## src/rtl/alu_ctrl_stage.sv

```systemverilog
// Registered ALU-control stage: decodes RV32I instructions into ALU operation codes
// behind a one-entry valid/ready register with flush and a saturating illegal counter.
module alu_ctrl_stage #(
    parameter int OPCODE_LENGTH = 4,
    parameter int INST_WIDTH    = 32,
    parameter int CNT_WIDTH     = 8
) (
    input  logic                     clk,
    input  logic                     reset,
    input  logic                     in_valid,
    output logic                     in_ready,
    input  logic [INST_WIDTH-1:0]    in_instr,
    input  logic                     flush,
    output logic                     out_valid,
    input  logic                     out_ready,
    output logic [OPCODE_LENGTH-1:0] out_op,
    output logic                     out_src_imm,
    output logic                     out_branch,
    output logic                     out_illegal,
    output logic [CNT_WIDTH-1:0]     illegal_cnt
);

    typedef enum logic [3:0] {
        OP_AND = 4'b0000,
        OP_OR  = 4'b0001,
        OP_ADD = 4'b0010,
        OP_XOR = 4'b0101,
        OP_SUB = 4'b0110,
        OP_SLL = 4'b0111,
        OP_EQ  = 4'b1000,
        OP_NE  = 4'b1001,
        OP_GE  = 4'b1010,
        OP_LT  = 4'b1011,
        OP_SLT = 4'b1100,
        OP_SRA = 4'b1110,
        OP_SRL = 4'b1111
    } alu_op_e;

    typedef enum logic [6:0] {
        OPC_R      = 7'b0110011,
        OPC_I      = 7'b0010011,
        OPC_LOAD   = 7'b0000011,
        OPC_STORE  = 7'b0100011,
        OPC_JALR   = 7'b1100111,
        OPC_LUI    = 7'b0110111,
        OPC_AUIPC  = 7'b0010111,
        OPC_JAL    = 7'b1101111,
        OPC_BRANCH = 7'b1100011
    } opcode_e;

    localparam logic [6:0] F7_ZERO = 7'b0000000;
    localparam logic [6:0] F7_ALT  = 7'b0100000;

    logic [6:0] opcode;
    logic [2:0] f3;
    logic [6:0] f7;
    logic [INST_WIDTH-1:0] instr_unused;

    assign opcode       = in_instr[6:0];
    assign f3           = in_instr[14:12];
    assign f7           = in_instr[31:25];
    assign instr_unused = in_instr;

    alu_op_e dec_op;
    logic    dec_imm;
    logic    dec_br;
    logic    dec_ill;

    always_comb begin
        dec_op  = OP_AND;
        dec_imm = 1'b0;
        dec_br  = 1'b0;
        dec_ill = 1'b0;
        case (opcode)
            OPC_R: begin
                if (f7 != F7_ZERO && f7 != F7_ALT) begin
                    dec_ill = 1'b1;
                end else begin
                    case (f3)
                        3'b000: dec_op = f7[5] ? OP_SUB : OP_ADD;
                        3'b111: dec_op = OP_AND;
                        3'b110: dec_op = OP_OR;
                        3'b100: dec_op = OP_XOR;
                        3'b001: if (f7[5]) dec_ill = 1'b1; else dec_op = OP_SLL;
                        3'b010: if (f7[5]) dec_ill = 1'b1; else dec_op = OP_SLT;
                        3'b101: dec_op = f7[5] ? OP_SRA : OP_SRL;
                        default: dec_ill = 1'b1;
                    endcase
                end
            end
            OPC_I: begin
                dec_imm = 1'b1;
                case (f3)
                    3'b000: dec_op = OP_ADD;
                    3'b111: dec_op = OP_AND;
                    3'b110: dec_op = OP_OR;
                    3'b100: dec_op = OP_XOR;
                    3'b010: dec_op = OP_SLT;
                    3'b001: if (f7 == F7_ZERO) dec_op = OP_SLL; else dec_ill = 1'b1;
                    3'b101: begin
                        if (f7 == F7_ZERO)     dec_op = OP_SRL;
                        else if (f7 == F7_ALT) dec_op = OP_SRA;
                        else                   dec_ill = 1'b1;
                    end
                    default: dec_ill = 1'b1;
                endcase
            end
            OPC_LOAD, OPC_STORE, OPC_JALR, OPC_LUI, OPC_AUIPC: begin
                dec_op  = OP_ADD;
                dec_imm = 1'b1;
            end
            OPC_JAL: dec_op = OP_ADD;
            OPC_BRANCH: begin
                dec_br = 1'b1;
                case (f3)
                    3'b000:  dec_op = OP_EQ;
                    3'b001:  dec_op = OP_NE;
                    3'b100:  dec_op = OP_LT;
                    3'b101:  dec_op = OP_GE;
                    default: dec_ill = 1'b1;
                endcase
            end
            default: dec_ill = 1'b1;
        endcase
        // Illegal entries always present as a clean AND with no side flags.
        if (dec_ill) begin
            dec_op  = OP_AND;
            dec_imm = 1'b0;
            dec_br  = 1'b0;
        end
    end

    logic                 valid_q, valid_d;
    alu_op_e              op_q, op_d;
    logic                 imm_q, imm_d;
    logic                 br_q, br_d;
    logic                 ill_q, ill_d;
    logic [CNT_WIDTH-1:0] cnt_q, cnt_d;
    logic                 accept;

    assign in_ready = !valid_q || out_ready;
    assign accept   = in_valid && in_ready;

    always_comb begin
        valid_d = valid_q;
        op_d    = op_q;
        imm_d   = imm_q;
        br_d    = br_q;
        ill_d   = ill_q;
        cnt_d   = cnt_q;
        if (flush) begin
            valid_d = 1'b0;
        end else if (accept) begin
            valid_d = 1'b1;
            op_d    = dec_op;
            imm_d   = dec_imm;
            br_d    = dec_br;
            ill_d   = dec_ill;
            if (dec_ill && cnt_q != '1) begin
                cnt_d = cnt_q + 1'b1;
            end
        end else if (out_ready) begin
            valid_d = 1'b0;
        end
    end

    always_ff @(posedge clk) begin
        if (reset) begin
            valid_q <= 1'b0;
            op_q    <= OP_AND;
            imm_q   <= 1'b0;
            br_q    <= 1'b0;
            ill_q   <= 1'b0;
            cnt_q   <= '0;
        end else begin
            valid_q <= valid_d;
            op_q    <= op_d;
            imm_q   <= imm_d;
            br_q    <= br_d;
            ill_q   <= ill_d;
            cnt_q   <= cnt_d;
        end
    end

    assign out_valid   = valid_q;
    assign out_op      = OPCODE_LENGTH'(op_q);
    assign out_src_imm = imm_q;
    assign out_branch  = br_q;
    assign out_illegal = ill_q;
    assign illegal_cnt = cnt_q;

endmodule

```

## config.mk

```make
export PLATFORM = sky130hd
export DESIGN_NAME = alu_ctrl_stage
export DESIGN_NICKNAME = d
export VERILOG_FILES = /design/src/rtl/alu_ctrl_stage.sv
export SDC_FILE = /design/constraint.sdc
export NUM_CORES = 1
export LEC_CHECK = 0
export ABC_CLOCK_PERIOD_IN_PS = 6000
export BUFFER_PORTS_ARGS = -buffer_cell sky130_fd_sc_hd__clkbuf_2
export CAP_MARGIN = 20
export CORE_ASPECT_RATIO = 1.4
export CORE_MARGIN = 4
export CORE_UTILIZATION = 49
export DETAILED_ROUTE_END_ITERATION = 12
export PLACE_DENSITY = 0.85
export SYNTH_ARGS = -nofsm -noshare
export SYNTH_HDL_FRONTEND = slang
export SYNTH_SLANG_ARGS = --single-unit
```

## constraint.sdc

```tcl
create_clock -name clk -period 6 [get_ports clk]
set_input_delay 0.6 -clock clk [delete_from_list [all_inputs] [get_ports clk]]
set_output_delay 0.6 -clock clk [all_outputs]
set_load 0.01 [all_outputs]
```

==> flow_metrics.py, run 1 <==
metrics = {
    "sta": {
        "hold_violations": 0,
        "number_of_setup_violations_in_the_final_report": 0,
        "timing.setup.tns_ns": 0,
        "grt_setup_unrepaired": "no",
        "fin_worst_hold_slack_ns": 0.4642,
        "period_needed_ns": 2.574,
        "report.final.slew_viol_count": 0,
        "fmax_mhz": 388.4,
        "worst_pin_slew_ns": 0.5410,
        "setup_ws_ns": 3.426,
        "timing.max_slew.rel_slack_pct": 63.00,
        "min_period_over_period_pct": 42.91,
        "fin_skew_ns": 0.0003147,
    },
    "floorplan": {
        "core_area_mm2": 0.002152,
        "die-area_mm2": 0.003068,
        "rows": 20,
        "boundaryPins": 54,
        "die_w_um": 47.97,
        "die_height_um": 63.96,
        "initial_utilization_pct": 50.93,
    },
    "finish": {
        "insertedDiodeCount": 0,
        "postLayoutCellArea_mm2": 0.001291,
        "finalNonFillerCells": 193,
        "area.sequential_um2": 320.3,
        "area_overhead_of_the_layout_relative_to_synthesis_pct": 17.81,
        "layout-drive-gt1-share_pct": 32.16,
        "fin_util_pct": 60.00,
        "multi_input_area_um2": 715.7,
        "final_net_count": 211,
        "fillerInstances": 205,
    },
    "yosys": {
        "top_cell_type_by_total_area_after_synthesis": "sky130_fd_sc_hd__dfxtp_1",
        "synth_compound_area_share_pct": 23.40,
        "synth.cell_area_mm2": 0.001096,
        "synth_sequential_area_ratio_pct": 29.22,
        "synth_mux_area_share_pct": 3.995,
        "post_synth_inst_count": 136,
        "postSynthNetCount": 174,
        "most_common_cell_in_the_netlist": "sky130_fd_sc_hd__nor2_1",
        "yosys_warnings": 0,
        "post_synth.cell_area_avg_um2": 8.059,
        "number_of_synthesized_flops_with_an_enable_pin": 0,
        "share_of_synthesized_cell_area_in_and_or_nand_and_nor_gates_pct": 31.85,
        "synthAdderAreaFrac_pct": 2.055,
        "synth.ff_latch_count": 16,
        "synth_flop_cell": "sky130_fd_sc_hd__dfxtp_1",
        "synthTopCellsByArea": "sky130_fd_sc_hd__dfxtp_1, sky130_fd_sc_hd__nor2_1, sky130_fd_sc_hd__o21ai_0",
        "synth_xor_area_share_pct": 3.995,
        "synth_top_cells_by_count": "sky130_fd_sc_hd__nor2_1, sky130_fd_sc_hd__dfxtp_1, sky130_fd_sc_hd__nand2_1, sky130_fd_sc_hd__o21ai_0, sky130_fd_sc_hd__a21oi_1",
        "asyncSetResetFlopFracSynth_pct": 0,
        "synth_cell_types": 52,
        "synthDominantCellAreaShare_pct": 29.22,
        "synth_top_family_by_area": "simple AND/OR/NAND/NOR gates",
    },
    "clock_tree": {
        "post_cts_buffers": 0,
        "cts_tree": "built",
        "cts-root-to-sink-buffers": 2,
        "clk_pin_slew_worst_paths_ns": 0.08,
        "clk-insertion-delay-late_ns": 0.28,
        "cts_hold_buffers": 0,
        "cts_root_buf": "sky130_fd_sc_hd__clkbuf_4",
        "count_of_instances_resized_after_the_clock_tree_is_built": 0,
        "tritoncts.num_buffers": 3,
        "cts.sink_count": 16,
        "cts.htree.levels": 1,
    },
    "place": {
        "placement.io_buffers": 38,
        "gp_congestion": 0.8439,
        "place.detailed.instances": 190,
        "dp.final_hpwl_um": 2168,
        "post-place-ws_ns": 3.116,
        "placed_area_mm2": 0.001269,
    },
    "power_and_ir_drop": {
        "p_clk_share_pct": 27.0,
        "comb_power_share_pct": 19.0,
        "maximum_ir_drop_on_the_vdd_rail_mv": 0.09404,
        "total_power_mw": 0.2024,
        "power.sequential.fraction_pct": 54.0,
        "switching_part_of_the_total_pct": 27.48,
        "p_leak_nw": 0.5528,
        "cell_internal_pwr_mw": 0.1468,
        "netSwitchingPower_mw": 0.05561,
        "power-per-cell-area_mw_per_mm2": 156.7,
    },
    "global_routing": {
        "antenna_violations_before_repair": 0,
        "grt_start_max_net_pins": 18,
        "grt_pass1_wl_um": 4374,
        "grtUsageTotal_pct": 18.71,
        "globalRoute.totalOverflow": 0,
        "number_of_global_route_vias_before_repair": 1133,
    },
    "critical_path": {
        "worstSetupStartpointType": "input pin",
        "timing.rr.end": "illegal_cnt[4]",
        "crit_path_max_fanout": 5,
        "cp_data_arrival_time_ns": 2.76,
        "regToRegSetupSlack_ns": 3.84,
        "setup.worst_path.end_class": "register",
        "timing.critical_path.required_ns": 6.18,
        "reg2regPathDepth": 6,
        "worst-setup-path-type": "in2reg",
        "regToRegStartpoint": "out_valid",
    },
    "min_path": {
        "whs_endpoint": "out_op[0]",
        "timing.hold.worst_path_depth": 2,
        "worstHoldPathType": "reg2reg",
        "hp-start": "out_op[0]",
    },
    "detailed_routing": {
        "postRouteAntennaNets": 0,
        "dr.pass1.iters": 4,
        "dr_total_vias": 1137,
        "routed_wl_um": 2626,
        "drc": 0,
        "via_per_inst": 5.891,
        "dr.first_iter.drc_count": 9,
        "wl_per_cell_um": 13.61,
    },
    "job": {
        "drv.max_cap_violation_count": 0,
    },
    "outcome": {
        "run_status": "finished clean",
    },
}
power by group through the flow:
stage                     clock network, mW  registers [mW]  logic (mW)
after floorplan                           0           0.112      0.0235
after global placement                    0           0.112      0.0366
after detailed placement                  0           0.112      0.0384
after CTS                            0.0559           0.109      0.0385
after global routing                 0.0605           0.110      0.0427
final                                0.0546           0.109      0.0385
cell usage in the layout (no fill, tap or decap), types with 2 or more instances in the layout:
cell / n
sky130_fd_sc_hd__inv_1: 4
sky130_fd_sc_hd__dfxtp_1: 16
sky130_fd_sc_hd__xnor2_1: 4
sky130_fd_sc_hd__clkbuf_2: 38
sky130_fd_sc_hd__nand2_1: 10
sky130_fd_sc_hd__nor2b_1: 5
sky130_fd_sc_hd__o21ai_0: 8
sky130_fd_sc_hd__nor3_1: 3
sky130_fd_sc_hd__a22o_1: 3
sky130_fd_sc_hd__nor4_1: 2
sky130_fd_sc_hd__a21oi_1: 7
sky130_fd_sc_hd__nand4_1: 2
sky130_fd_sc_hd__a31oi_1: 2
sky130_fd_sc_hd__mux2_2: 3
sky130_fd_sc_hd__nand3_1: 4
sky130_fd_sc_hd__nor2_1: 22
sky130_fd_sc_hd__nand2b_1: 3
sky130_fd_sc_hd__a2111oi_0: 2
sky130_fd_sc_hd__clkbuf_4: 3
cell families (layout without fill, tap and decap cells):
kind of cell               count (synthesis)  in the layout
AOI/OAI and AO/OA                         35             35
xor gates and xnor gates                   5              5
adders and majority gates                  2              2
buffers and inverters                     10             45
DFF                                       16             16
muxes                                      4              4
and+or+nand+nor                           64             64
worst max-delay path, stage by stage:
cell and delay, ns:
sky130_fd_sc_hd__clkbuf_2 0.09, sky130_fd_sc_hd__or4_4 0.53, sky130_fd_sc_hd__a2111o_1 0.41, sky130_fd_sc_hd__a32oi_2 0.32, sky130_fd_sc_hd__nand2_2 0.10, sky130_fd_sc_hd__or3_4 0.40
sky130_fd_sc_hd__o41ai_2 0.30
cell type report:
type	instances	area share (%)
clock buffers	3	1.744
inverters	4	1.163
multi-input cells	110	55.43
flip-flops and latches	16	24.81
well taps	22	2.132
repair buffers	38	14.73
worst max-delay path by stage:
stage / start / to
floorplan: in_instr[26] / out_src_imm
global placement: in_instr[6] / illegal_cnt[4]
detailed placement: in_instr[26] / out_src_imm
CTS: in_instr[26] / out_src_imm
global route: in_instr[6] / illegal_cnt[4]
finish: in_instr[26] / out_src_imm
sequential cells by signal, summed over array words and instances, names as in the netlist:
name,flops
illegal_cnt,8
out_branch,1
out_illegal,1
out_op,4
out_src_imm,1
out_valid,1
per-layer routing:
layer	GRT usage, %	vias up	wire, um
met5	0	-	0
met4	7.744	0	46
met3	1.690	7	158
met2	35.10	34	1429
met1	19.13	526	991
li1	-	570	-
(Power assumes the default switching activity.)
==> run 2, diff against run 1 <==
==> config.mk (replaced) <==
export PLATFORM = sky130hd
export DESIGN_NAME = alu_ctrl_stage
export DESIGN_NICKNAME = d
export VERILOG_FILES = /design/src/rtl/alu_ctrl_stage.sv
export SDC_FILE = /design/constraint.sdc
export NUM_CORES = 1
export LEC_CHECK = 0
export ABC_AREA = 1
export ABC_CLOCK_PERIOD_IN_PS = 2210
export BUFFER_PORTS_ARGS = -buffer_cell sky130_fd_sc_hd__clkbuf_2
export CAP_MARGIN = 20
export CORE_ASPECT_RATIO = 1.4
export CORE_MARGIN = 4
export CORE_UTILIZATION = 41
export DETAILED_ROUTE_END_ITERATION = 12
export PLACE_DENSITY = 0.75
export SYNTH_ARGS = -nofsm -noshare
export SYNTH_HDL_FRONTEND = slang
export SYNTH_SLANG_ARGS = --single-unit
==> constraint.sdc (replaced) <==
create_clock -name clk -period 2.21 [get_ports clk]
set_input_delay 0.221 -clock clk [delete_from_list [all_inputs] [get_ports clk]]
set_output_delay 0.221 -clock clk [all_outputs]
set_load 0.01 [all_outputs]
==> run 2 against run 1 <==
  * Clock power grew to 2.7 times the previous value
  * Cell count is 32% higher
  * Final area is 8.4% higher
  * Via count rose by 7.5%
  * Clock skew up 0.0022 ns
  * Count of clock-buffer cells in the layout stayed put
  * Core utilization shrank 7.0 points
  * First-iteration DRC count rose to 2.9 times the previous value
  * Register-to-register slack lost 3.2 ns
  * Worst setup slack worse by 2.8 ns
==> flow_metrics.py, run 2 <==
metrics = {
    "place": {
        "placed_area_mm2": 0.001378,
        "placement.io_buffers": 38,
        "dp.final_hpwl_um": 2146,
        "gp_congestion": 0.8777,
        "place.detailed.instances": 252,
        "post-place-ws_ns": 0.5951,
    },
    "yosys": {
        "synth.ff_latch_count": 16,
        "post_synth.cell_area_avg_um2": 6.388,
        "yosys_warnings": 0,
        "asyncSetResetFlopFracSynth_pct": 0,
        "synth_compound_area_share_pct": 17.30,
        "synth_top_cells_by_count": "sky130_fd_sc_hd__nand2_1, sky130_fd_sc_hd__nand3_1, sky130_fd_sc_hd__nor2_1, sky130_fd_sc_hd__a21oi_1, sky130_fd_sc_hd__dfxtp_1",
        "synthDominantCellAreaShare_pct": 27.86,
        "synthAdderAreaFrac_pct": 1.088,
        "synthTopCellsByArea": "sky130_fd_sc_hd__dfxtp_1, sky130_fd_sc_hd__nand2_1, sky130_fd_sc_hd__nand3_1",
        "share_of_synthesized_cell_area_in_and_or_nand_and_nor_gates_pct": 42.11,
        "number_of_synthesized_flops_with_an_enable_pin": 0,
        "most_common_cell_in_the_netlist": "sky130_fd_sc_hd__nand2_1",
        "postSynthNetCount": 218,
        "synth_sequential_area_ratio_pct": 27.86,
        "synth_xor_area_share_pct": 4.570,
        "synth_flop_cell": "sky130_fd_sc_hd__dfxtp_1",
        "post_synth_inst_count": 180,
        "synth_top_family_by_area": "simple AND/OR/NAND/NOR gates",
        "top_cell_type_by_total_area_after_synthesis": "sky130_fd_sc_hd__dfxtp_1",
        "synth.cell_area_mm2": 0.001150,
        "synth_mux_area_share_pct": 0,
        "synth_cell_types": 27,
    },
    "sta": {
        "number_of_setup_violations_in_the_final_report": 0,
        "hold_violations": 0,
        "fin_skew_ns": 0.002528,
        "worst_pin_slew_ns": 0.3949,
        "timing.max_slew.rel_slack_pct": 73.59,
        "min_period_over_period_pct": 72.87,
        "fmax_mhz": 621.0,
        "report.final.slew_viol_count": 0,
        "grt_setup_unrepaired": "no",
        "timing.setup.tns_ns": 0,
        "period_needed_ns": 1.610,
        "fin_worst_hold_slack_ns": 0.1536,
        "setup_ws_ns": 0.5997,
    },
    "critical_path": {
        "setup.worst_path.start": "out_valid",
        "cp_data_arrival_time_ns": 1.77,
        "timing.critical_path.required_ns": 2.37,
        "regToRegStartpoint": "out_valid",
        "setup.worst_path.end_class": "register",
        "worstSetupStartpointType": "register",
        "crit_path_max_fanout": 9,
        "worst-setup-path-type": "reg2reg",
    },
    "floorplan": {
        "die_height_um": 70.66,
        "die_w_um": 52.76,
        "die-area_mm2": 0.003728,
        "rows": 22,
        "core_area_mm2": 0.002643,
        "initial_utilization_pct": 43.51,
        "boundaryPins": 54,
    },
    "clock_tree": {
        "cts_hold_buffers": 0,
        "clk-insertion-delay-late_ns": 0.27,
        "cts-root-to-sink-buffers": 2,
        "clk_pin_slew_worst_paths_ns": 0.08,
        "cts.sink_count": 16,
        "tritoncts.num_buffers": 3,
        "count_of_instances_resized_after_the_clock_tree_is_built": 0,
        "cts_tree": "built",
        "cts.htree.levels": 1,
        "cts_root_buf": "sky130_fd_sc_hd__clkbuf_4",
        "post_cts_buffers": 0,
    },
    "global_routing": {
        "grtUsageTotal_pct": 15.13,
        "grt_pass1_wl_um": 4636,
        "grt_start_max_net_pins": 17,
        "number_of_global_route_vias_before_repair": 1179,
        "antenna_violations_before_repair": 0,
        "globalRoute.totalOverflow": 0,
    },
    "detailed_routing": {
        "dr_total_vias": 1222,
        "via_per_inst": 4.792,
        "wl_per_cell_um": 10.09,
        "dr.first_iter.drc_count": 26,
        "postRouteAntennaNets": 0,
        "drc": 0,
        "routed_wl_um": 2573,
        "dr.pass1.iters": 4,
    },
    "finish": {
        "fillerInstances": 302,
        "multi_input_area_um2": 748.2,
        "layout.cells.most_common": "sky130_fd_sc_hd__nand2_1",
        "layout-drive-gt1-share_pct": 28.31,
        "insertedDiodeCount": 0,
        "largest_reg_flops": 8,
        "postLayoutCellArea_mm2": 0.001400,
        "final_net_count": 259,
        "area.sequential_um2": 320.3,
        "mostFrequentLayoutCells": "sky130_fd_sc_hd__nand2_1, sky130_fd_sc_hd__clkbuf_2, sky130_fd_sc_hd__nor2_1, sky130_fd_sc_hd__nand3_1, sky130_fd_sc_hd__a21oi_1",
        "finalNonFillerCells": 255,
        "fin_util_pct": 52.98,
        "area_overhead_of_the_layout_relative_to_synthesis_pct": 21.76,
    },
    "min_path": {
        "worstHoldPathType": "in2reg",
        "hp-start": "flush",
    },
    "power_and_ir_drop": {
        "power-per-cell-area_mw_per_mm2": 388.7,
        "total_power_mw": 0.5443,
        "maximum_ir_drop_on_the_vdd_rail_mv": 0.1759,
        "p_leak_nw": 0.6428,
    },
    "outcome": {
        "run_status": "finished clean",
    },
    "job": {
        "drv.max_cap_violation_count": 0,
    },
}
## run 2: where the power goes
part	total (mW)	leakage [nW]	internal (mW)	switching [mW]
Combinational	0.104	0.500	0.0380	0.0655
Sequential	0.296	0.129	0.292	0.00333
Clock	0.145	0.0138	0.0631	0.0821
Total	0.544	0.643	0.393	0.151
## run 2: metal layers
metal | global-route usage [%] | part of all wire [%] | up-vias
li1 | - | - | 672
met1 | 17.91 | 41 | 513
met2 | 26.66 | 52 | 35
met3 | 2.105 | 6.3 | 2
met4 | 5.682 | 0.54 | 0
met5 | 0 | 0 | -
## run 2: worst paths after layout
path | end | slack, ns | depth (start not counted)
worst min-delay path | out_valid | 0.15 | 2
worst max register to register | illegal_cnt[6] | 0.60 | 8
worst max-delay path | illegal_cnt[6] | 0.60 | 8
worst min register to register | out_op[2] | 0.47 | 2
## run 2: layout make-up
cell class | count | share of cell area [%]
multi-input cells | 143 | 53.44
flip-flops and latches | 16 | 22.88
well taps | 36 | 3.217
clock buffers | 3 | 1.609
inverters | 19 | 5.273
repair buffers | 38 | 13.58
## run 2: logic make-up (layout without fill, tap and decap cells)
kind of cell / after synthesis / count (layout)
xor gates and xnor gates: 6 / 6
and+or+nand+nor: 103 / 103
adders and majority gates: 1 / 1
buffers and inverters: 21 / 60
DFF: 16 / 16
AOI/OAI and AO/OA: 33 / 33
## run 2: critical path: stages, from the launching register on
cell	delay, ns
sky130_fd_sc_hd__dfxtp_1	0.32
sky130_fd_sc_hd__inv_1	0.05
sky130_fd_sc_hd__nor2_1	0.06
sky130_fd_sc_hd__nor3_4	0.32
sky130_fd_sc_hd__inv_4	0.11
sky130_fd_sc_hd__a31oi_4	0.30
sky130_fd_sc_hd__nand2_2	0.18
sky130_fd_sc_hd__nand2_1	0.10
sky130_fd_sc_hd__a21oi_1	0.06
==> run 3, diff against run 2 <==
--- a/config.mk
+++ b/config.mk
@@ -6,7 +6,7 @@
 export NUM_CORES = 1
 export LEC_CHECK = 0
 export ABC_AREA = 1
-export ABC_CLOCK_PERIOD_IN_PS = 2210
+export ABC_CLOCK_PERIOD_IN_PS = 1300
 export BUFFER_PORTS_ARGS = -buffer_cell sky130_fd_sc_hd__clkbuf_2
 export CAP_MARGIN = 20
 export CORE_ASPECT_RATIO = 1.4
==> constraint.sdc (replaced) <==
create_clock -name clk -period 1.3 [get_ports clk]
set_input_delay 0.13 -clock clk [delete_from_list [all_inputs] [get_ports clk]]
set_output_delay 0.13 -clock clk [all_outputs]
set_load 0.01 [all_outputs]
==> run 3 against run 2 <==
  * The run now ends with setup timing left
  * Largest cell class unchanged
  * Register-to-register slack worse by 0.62 ns
  * Wire length rose by 16%
  * Die area is the same
  * Critical endpoint is now illegal_cnt[4]
  * Fmax grew 22%
  * Combinational power is 140% higher
  * Final area increased by 26%
  * Sequential share of layout area decreased by 4.5 points
  * Worst setup slack lost 0.62 ns
  * Core utilization rose by 14 points
  * Sequential power increased by 70%
  * Via count grew 12%
==> flow_metrics.py, run 3 (synthesis results as in run 2) <==
metrics = {
    "outcome": {
        "run_status": "finished, violations left",
        "violations": "setup timing",
    },
    "sta": {
        "timing.setup.tns_ns": -0.06705,
        "grt_setup_unrepaired": "yes",
        "report.final.slew_viol_count": 0,
        "fin_worst_hold_slack_ns": 0.04701,
        "fin_skew_ns": 0.001638,
        "number_of_setup_violations_in_the_final_report": 6,
        "period_needed_ns": 1.321,
        "min_period_over_period_pct": 101.6,
        "fmax_mhz": 756.7,
        "timing.max_slew.rel_slack_pct": 75.61,
        "setup_ws_ns": -0.02145,
        "hold_violations": 0,
        "worst_pin_slew_ns": 0.3658,
    },
    "finish": {
        "largest_reg_flops": 8,
        "finalNonFillerCells": 289,
        "postLayoutCellArea_mm2": 0.001763,
        "layout-drive-gt1-share_pct": 45.06,
        "fin_util_pct": 66.71,
        "final_net_count": 292,
        "mostFrequentLayoutCells": "sky130_fd_sc_hd__nand2_1, sky130_fd_sc_hd__clkbuf_2, sky130_fd_sc_hd__buf_4",
        "insertedDiodeCount": 0,
        "area_overhead_of_the_layout_relative_to_synthesis_pct": 53.32,
        "layout.cells.most_common": "sky130_fd_sc_hd__nand2_1",
    },
    "floorplan": {
        "boundaryPins": 54,
        "rows": 22,
        "initial_utilization_pct": 43.51,
        "die_w_um": 52.76,
        "core_area_mm2": 0.002643,
        "die_height_um": 70.66,
        "die-area_mm2": 0.003728,
    },
    "place": {
        "placed_area_mm2": 0.001644,
        "post-place-ws_ns": -0.08907,
        "gp_congestion": 0.8635,
        "placement.io_buffers": 38,
        "place.detailed.instances": 285,
        "dp.final_hpwl_um": 2455,
    },
    "global_routing": {
        "grt_start_max_net_pins": 17,
        "globalRoute.totalOverflow": 0,
        "antenna_violations_before_repair": 0,
        "grt_pass1_wl_um": 4698,
        "number_of_global_route_vias_before_repair": 1183,
        "grtUsageTotal_pct": 15.96,
    },
    "min_path": {
        "timing.hold.worst_path_depth": 2,
        "worstHoldPathType": "in2reg",
    },
    "clock_tree": {
        "cts-root-to-sink-buffers": 2,
        "clk_pin_slew_worst_paths_ns": 0.10,
        "cts.htree.levels": 1,
        "cts_root_buf": "sky130_fd_sc_hd__clkbuf_4",
        "cts.sink_count": 16,
        "tritoncts.num_buffers": 3,
        "cts_tree": "built",
        "clk-insertion-delay-late_ns": 0.28,
    },
    "critical_path": {
        "setup.worst_path.end_class": "register",
        "timing.critical_path.required_ns": 1.52,
        "worstSetupStartpointType": "register",
        "cp_data_arrival_time_ns": 1.54,
        "reg2regPathDepth": 7,
        "worst-setup-path-type": "reg2reg",
        "crit_path_max_fanout": 5,
    },
    "detailed_routing": {
        "dr.first_iter.drc_count": 16,
        "wl_per_cell_um": 10.31,
        "dr_total_vias": 1374,
        "routed_wl_um": 2980,
        "via_per_inst": 4.754,
        "postRouteAntennaNets": 0,
        "drc": 0,
        "dr.pass1.iters": 4,
    },
    "power_and_ir_drop": {
        "total_power_mw": 1.077,
        "maximum_ir_drop_on_the_vdd_rail_mv": 0.2925,
        "power-per-cell-area_mw_per_mm2": 610.6,
        "p_leak_nw": 0.8340,
    },
    "job": {
        "drv.max_cap_violation_count": 0,
    },
}
-- run 3: worst paths after layout --
| path | start | endpoint | slack (ns) |
|---|---|---|---|
| min reg2reg | out_op[2] | out_op[2] | 0.47 |
| max | illegal_cnt[0] | illegal_cnt[4] | -0.02 |
| min | flush | out_valid | 0.05 |
| max reg2reg | illegal_cnt[0] | illegal_cnt[4] | -0.02 |
-- run 3: cell type report --
cell class,instances,area (um2)
multi-input cells,143,825.8
fillers,257,879.6
inverters,19,73.82
clock buffers,4,36.28
flip-flops and latches,16,324.1
repair buffers,71,457.9
well taps,36,45.04
-- run 3: critical path: stages (launching register included) --
cell	delay, ns
sky130_fd_sc_hd__dfxtp_2	0.35
sky130_fd_sc_hd__ha_4	0.17
sky130_fd_sc_hd__nand2_4	0.07
sky130_fd_sc_hd__nor2_4	0.04
sky130_fd_sc_hd__a31oi_4	0.26
sky130_fd_sc_hd__buf_6	0.16
sky130_fd_sc_hd__nand3_2	0.07
sky130_fd_sc_hd__a21oi_2	0.12
-- run 3: power breakdown --
group / leakage [nW] / switching, mW / total [mW] / internal (mW)
clock network: 0.0210 / 0.157 / 0.328 / 0.170
registers: 0.131 / 0.00547 / 0.503 / 0.498
logic: 0.682 / 0.132 / 0.246 / 0.113
total: 0.834 / 0.295 / 1.08 / 0.782
-- run 3: per-layer routing --
layer	part of all wire, %	global-route usage [%]	wire length [um]	vias up
met1	38	16.47	1128	607
met2	57	32.18	1699	26
met5	0	0	0	-
met4	0.64	4.261	19	0
li1	-	-	-	739
met3	4.4	1.263	132	2
-- run 3: timing repair --
action,CTS,global route
hold endpoints to repair,0,0
setup endpoints to repair,8,8
resized for setup,11,9
hold buffers,0,0
pin swaps,6,2
buffers inserted,0,0
